==> src/rtl/adder_output_collector.sv <==
// adder_output_collector
// Row-serial back end of the adder/multiplier datapath. It takes one adder row
// (sum word plus carry-out) per handshake and returns the next row's A operand.
// It shifts each row LSB out as a product bit, assembles the 2*W-bit result and
// presents that result over a valid/ready handshake.
//
// Ports:
//   clk, rst_n            clock (rising edge), asynchronous active-low reset
//   start                 begin an operation (accepted in IDLE or DONE)
//   sum_funct             sampled at start: 1 = add (one row), 0 = multiply (W-1 rows)
//   carryless             sampled at start: 1 = row carries forced to 0
//   p0                    sampled at start: product bit 0 (multiply only)
//   row_valid/row_ready   row handshake; row_sum, row_carry form the row payload
//   row_index             index of the next row expected
//   next_a                feedback operand {carry, row_sum[W-1:1]} of the last row
//   busy                  high while collecting rows
//   result_lo/result_hi   result bits [W-1:0] / [2W-1:W]
//   result_valid/result_ready  result handshake
module adder_output_collector #(
  parameter  int unsigned DATA_WIDTH = 32,
  localparam int unsigned IDX_W      = $clog2(DATA_WIDTH)
) (
  input  logic                  clk,
  input  logic                  rst_n,
  input  logic                  start,
  input  logic                  sum_funct,
  input  logic                  carryless,
  input  logic                  p0,
  input  logic                  row_valid,
  input  logic [DATA_WIDTH-1:0] row_sum,
  input  logic                  row_carry,
  output logic                  row_ready,
  output logic [IDX_W-1:0]      row_index,
  output logic [DATA_WIDTH-1:0] next_a,
  output logic                  busy,
  output logic [DATA_WIDTH-1:0] result_lo,
  output logic [DATA_WIDTH-1:0] result_hi,
  output logic                  result_valid,
  input  logic                  result_ready
);

  localparam int unsigned W        = DATA_WIDTH;
  localparam logic [IDX_W-1:0] LAST_ROW = IDX_W'(W - 2);

  typedef enum logic [1:0] {
    IDLE    = 2'd0,
    COLLECT = 2'd1,
    DONE    = 2'd2
  } state_t;

  state_t state_q, state_d;
  logic   mode_sum;
  logic   mode_cl;
  logic   start_acc;
  logic   row_xfer;
  logic   last_row;
  logic   carry_m;
  logic [W-1:0] lo_sel;

  // Carry seen by the result and the feedback path; dropped in GF(2) mode.
  assign carry_m = row_carry & ~mode_cl;

  // One-hot position of the product bit produced by the current multiply row.
  assign lo_sel = W'(1) << ({1'b0, row_index} + (IDX_W + 1)'(1));

  // Next-state and handshake decode.
  always_comb begin
    state_d   = state_q;
    start_acc = 1'b0;
    row_xfer  = 1'b0;
    last_row  = 1'b0;
    case (state_q)
      IDLE: begin
        if (start) begin
          state_d   = COLLECT;
          start_acc = 1'b1;
        end
      end
      COLLECT: begin
        row_xfer = row_valid;
        last_row = row_valid & (mode_sum | (row_index == LAST_ROW));
        if (last_row) state_d = DONE;
      end
      DONE: begin
        // A new start wins over consuming the old result.
        if (start) begin
          state_d   = COLLECT;
          start_acc = 1'b1;
        end else if (result_ready) begin
          state_d = IDLE;
        end
      end
      default: state_d = IDLE;
    endcase
  end

  // State, registered status flags and the datapath registers.
  always_ff @(posedge clk or negedge rst_n) begin
    if (!rst_n) begin
      state_q      <= IDLE;
      row_ready    <= 1'b0;
      busy         <= 1'b0;
      result_valid <= 1'b0;
      mode_sum     <= 1'b0;
      mode_cl      <= 1'b0;
      row_index    <= '0;
      next_a       <= '0;
      result_lo    <= '0;
      result_hi    <= '0;
    end else begin
      state_q      <= state_d;
      row_ready    <= (state_d == COLLECT);
      busy         <= (state_d == COLLECT);
      result_valid <= (state_d == DONE);
      if (start_acc) begin
        mode_sum  <= sum_funct;
        mode_cl   <= carryless;
        row_index <= '0;
        next_a    <= '0;
        result_hi <= '0;
        result_lo <= sum_funct ? '0 : W'(p0);
      end else if (row_xfer) begin
        next_a    <= {carry_m, row_sum[W-1:1]};
        row_index <= row_index + IDX_W'(1);
        if (mode_sum) begin
          result_lo <= row_sum;
          result_hi <= W'(carry_m);
        end else begin
          result_lo <= (result_lo & ~lo_sel) | ({W{row_sum[0]}} & lo_sel);
          if (last_row) result_hi <= {carry_m, row_sum[W-1:1]};
        end
      end
    end
  end

endmodule

==> config.mk <==
export PLATFORM = sky130hd
export DESIGN_NAME = adder_output_collector
export DESIGN_NICKNAME = d
export VERILOG_FILES = /design/src/rtl/adder_output_collector.sv
export SDC_FILE = /design/constraint.sdc
export NUM_CORES = 1
export LEC_CHECK = 0
export ABC_AREA = 1
export CAP_MARGIN = 30
export CORE_MARGIN = 3
export CORE_UTILIZATION = 49
export DETAILED_ROUTE_END_ITERATION = 8
export PLACE_DENSITY = 0.81
export RECOVER_POWER = 50
export SLEW_MARGIN = 10
export SYNTH_ARGS = -nofsm -noshare
export SYNTH_HDL_FRONTEND = slang
export SYNTH_SLANG_ARGS = --single-unit
==> constraint.sdc <==
create_clock -name clk -period 2.2 [get_ports clk]
set_clock_uncertainty 0.1 [all_clocks]
set_input_delay 0.22 -clock clk [delete_from_list [all_inputs] [get_ports clk]]
set_output_delay 0.22 -clock clk [all_outputs]
set_load 0.05 [all_outputs]
==> flow_summary_export.csv <==
group,metric,value,unit
logic_synthesis,synth-seq-area-share,49.0,%
logic_synthesis,synth_flop_cell,"dfrtp_1",
setup_path,cp-start-kind,"flop",
min_path,holdCritPathClass,"primary input to flop",
global_routing,grt_max_degree,52,
route,wire_per_inst,17.4,microns
sta,fin_crit_sh,96.0,%
setup_path,worstPathMaxFanout,8,
logic_synthesis,synth_edf_count,0,
clock_tree,clkTransAtPathRegs,0.11,ns
floorplan,die_w,112,microns
logic_synthesis,netlist_area,5460,sq um
finish,instances_no_fill,907,
floorplan,initial_core_util,51.5,%
setup_path,cp-startpoint,"row_index[3]",
global_routing,grt_usage,25.3,%
place,placed_cells,890,
finish,drive_above_1_share,9.73,%
route,drt_iter0_markers,384,
logic_synthesis,ys_types,37,
route,ant_nets,0,
power,p_per_area,1670,nW/um^2
sta,finalHoldViolCount,0,
run,cap_viol_max_count,0,
sta,rsz0062_at_grt,"no",
clock_tree,cts.sinks,107,
setup_path,cp.required,1.88,ns
finish,final_common_cell,"clkdlybuf4s50_1",
power,p_total,12.0,mW
run_status,status,"finished clean",
sta,fmaxAchievable,474,MHz
min_path,min_from,"row_sum[23]",
sta,fin_hold_ws,0.327,ns
finish,diodes,0,
floorplan,pin_count,145,
clock_tree,root_buffer,"clkbuf_8",
route,wl,15800,microns
clock_tree,htreeDepth,3,
route,route.vias.total,5029,
logic_synthesis,syn_inst,632,
power,p_leak,3.25,nW
setup_path,critical-path-max-stage-delay,0.87,ns
finish,area_delta_synth_final,31.2,%
clock_tree,cts_setup_buffers,0,
route,via_per_inst,5.54,
route,dr.pass1.iters,4,
clock_tree,clkLatencyLatePin,0.38,ns
clock_tree,cts_tree,"yes",
floorplan,die_h,112,microns
global_routing,grt_pass1_vias,4898,
floorplan,fp.coreArea,10600,sq um
logic_synthesis,yosys_warnings,0,
setup_path,timing.rr.start,"row_index[0]",
global_routing,grt_overflow,0,
sta,slew_viol_final,0,
setup_path,cp-end-kind,"output port",
sta,worst_slew_pin_slew,1.31,ns
global_routing,grt_pass1_wl,25700,microns
clock_tree,cts.path.max_buffers,2,
finish,finish.instance_area,7170,sq um
logic_synthesis,synth-seq-cells,107,
logic_synthesis,synthArstFlopShare,100,%
setup_path,slowest_stage,"clkdlybuf4s50_1",
place,io_buffers,144,
logic_synthesis,synth.avg_cell_area,8.65,sq um
setup_path,crit_family,"buffers and inverters",
setup_path,path_cells,"clkdlybuf4s50_1",
finish,nNetsFinal,813,
logic_synthesis,syn-num-nets,679,
setup_path,path_buf_inv,1,
sta,post-route-min-period,2.11,ns
power,ir_drop,925,uV
global_routing,antenna_found_initial,0,
route,drc_errors,0,
place,dp_hpwl,11700,microns
place,place_congestion,0.901,
setup_path,critical_path_class,"flop to output port",
clock_tree,cts-buffers-inserted,9,
sta,relSlewSlack,12.6,%
sta,setup_viol,0,
place,place_area,7020,sq um
finish,layout_common_cells,"132 x clkdlybuf4s50_1, 114 x nand2_1, 107 x dfrtp_1, 75 x nand3_1, 69 x inv_1",
setup_path,cp.arrival,1.79,ns
sta,tns,0,ns
floorplan,rows,37,
floorplan,dieArea,12500,sq um
==> synth_stat cells (6+ instances only) <==
library cell	count	share of area, %
a21oi_1	26	2.4
a21oi_2	8	1.3
a32oi_1	17	2.7
buf_2	18	1.6
clkbuf_1	14	0.96
clkinv_1	10	0.69
dfrtp_1	107	49
ha_1	6	1.4
inv_1	68	4.7
nand2_1	112	7.7
nand3_1	75	6.9
nand3_2	8	1.5
nor2_1	19	1.3
nor2_4	11	2.3
o21ai_0	49	4.5
o21ai_1	12	1.1
o31ai_1	30	4.1
==> final cells by class <==
cell class,count,area [sq um]
sequential,107,2680
clock inverter,5,45.0
tap,136,170
inverter,84,318
timing repair buffer,163,1590
fill,895,3430
clock buffer,11,131
multi-input combinational,401,2240
==> layer usage <==
layer / GRT usage [%] / wire, microns / up-vias
met5: 0 / 0 / -
met4: 6.24 / 214 / 0
met3: 4.51 / 978 / 18
met2: 42.2 / 7840 / 187
met1: 34.6 / 6730 / 2432
li1: - / - / 2392
==> report_power, final <==
part | internal, mW | switching [mW]
registers | 2.80 | 0.641
logic | 2.25 | 5.17
clock network | 0.430 | 0.710
total | 5.48 | 6.52
==> registers in the layout, indices dropped and copies added, names as in the netlist, named ones only <==
signal and cells:
next_a 32, mode_cl 1, result_valid 1, busy 1, state_q 2, result_hi 32, mode_sum 1, row_index 5
result_lo 31
==> through the flow <==
stage,util [%],worst slack (ns)
after floorplan,-,0.0356
after global placement,66.2,0.204
after detailed placement,66.2,0.127
after CTS,68.0,0.0813
after global routing,67.6,0.0338
final,67.6,0.0882
==> cell families after synthesis <==
family	after synthesis	synth area share, %
flip-flops	107	49.0
AO/OA/AOI/OAI	155	18.0
buffers and inverters	124	9.73
adder cells (fa/ha/maj)	6	1.37
AND/OR/NAND/NOR	240	21.9
==> what timing repair did <==
action	CTS	global route
resized for setup	0	0
hold endpoints to repair	48	0
hold buffers	1	0
==> path summary, 6_finish.rpt <==
path / slack [ns] / cells past startpoint / endpoint
min in group asynchronous: 0.56 / 2 / next_a[26]
worst max register to register: 0.16 / 7 / result_hi[30]
worst max-delay path: 0.09 / 1 / row_index[3]
worst min register to register: 0.40 / 2 / next_a[12]
worst min-delay path: 0.33 / 3 / result_hi[22]
max in group asynchronous: 0.43 / 3 / result_lo[30]
(Power assumes the default switching activity.)
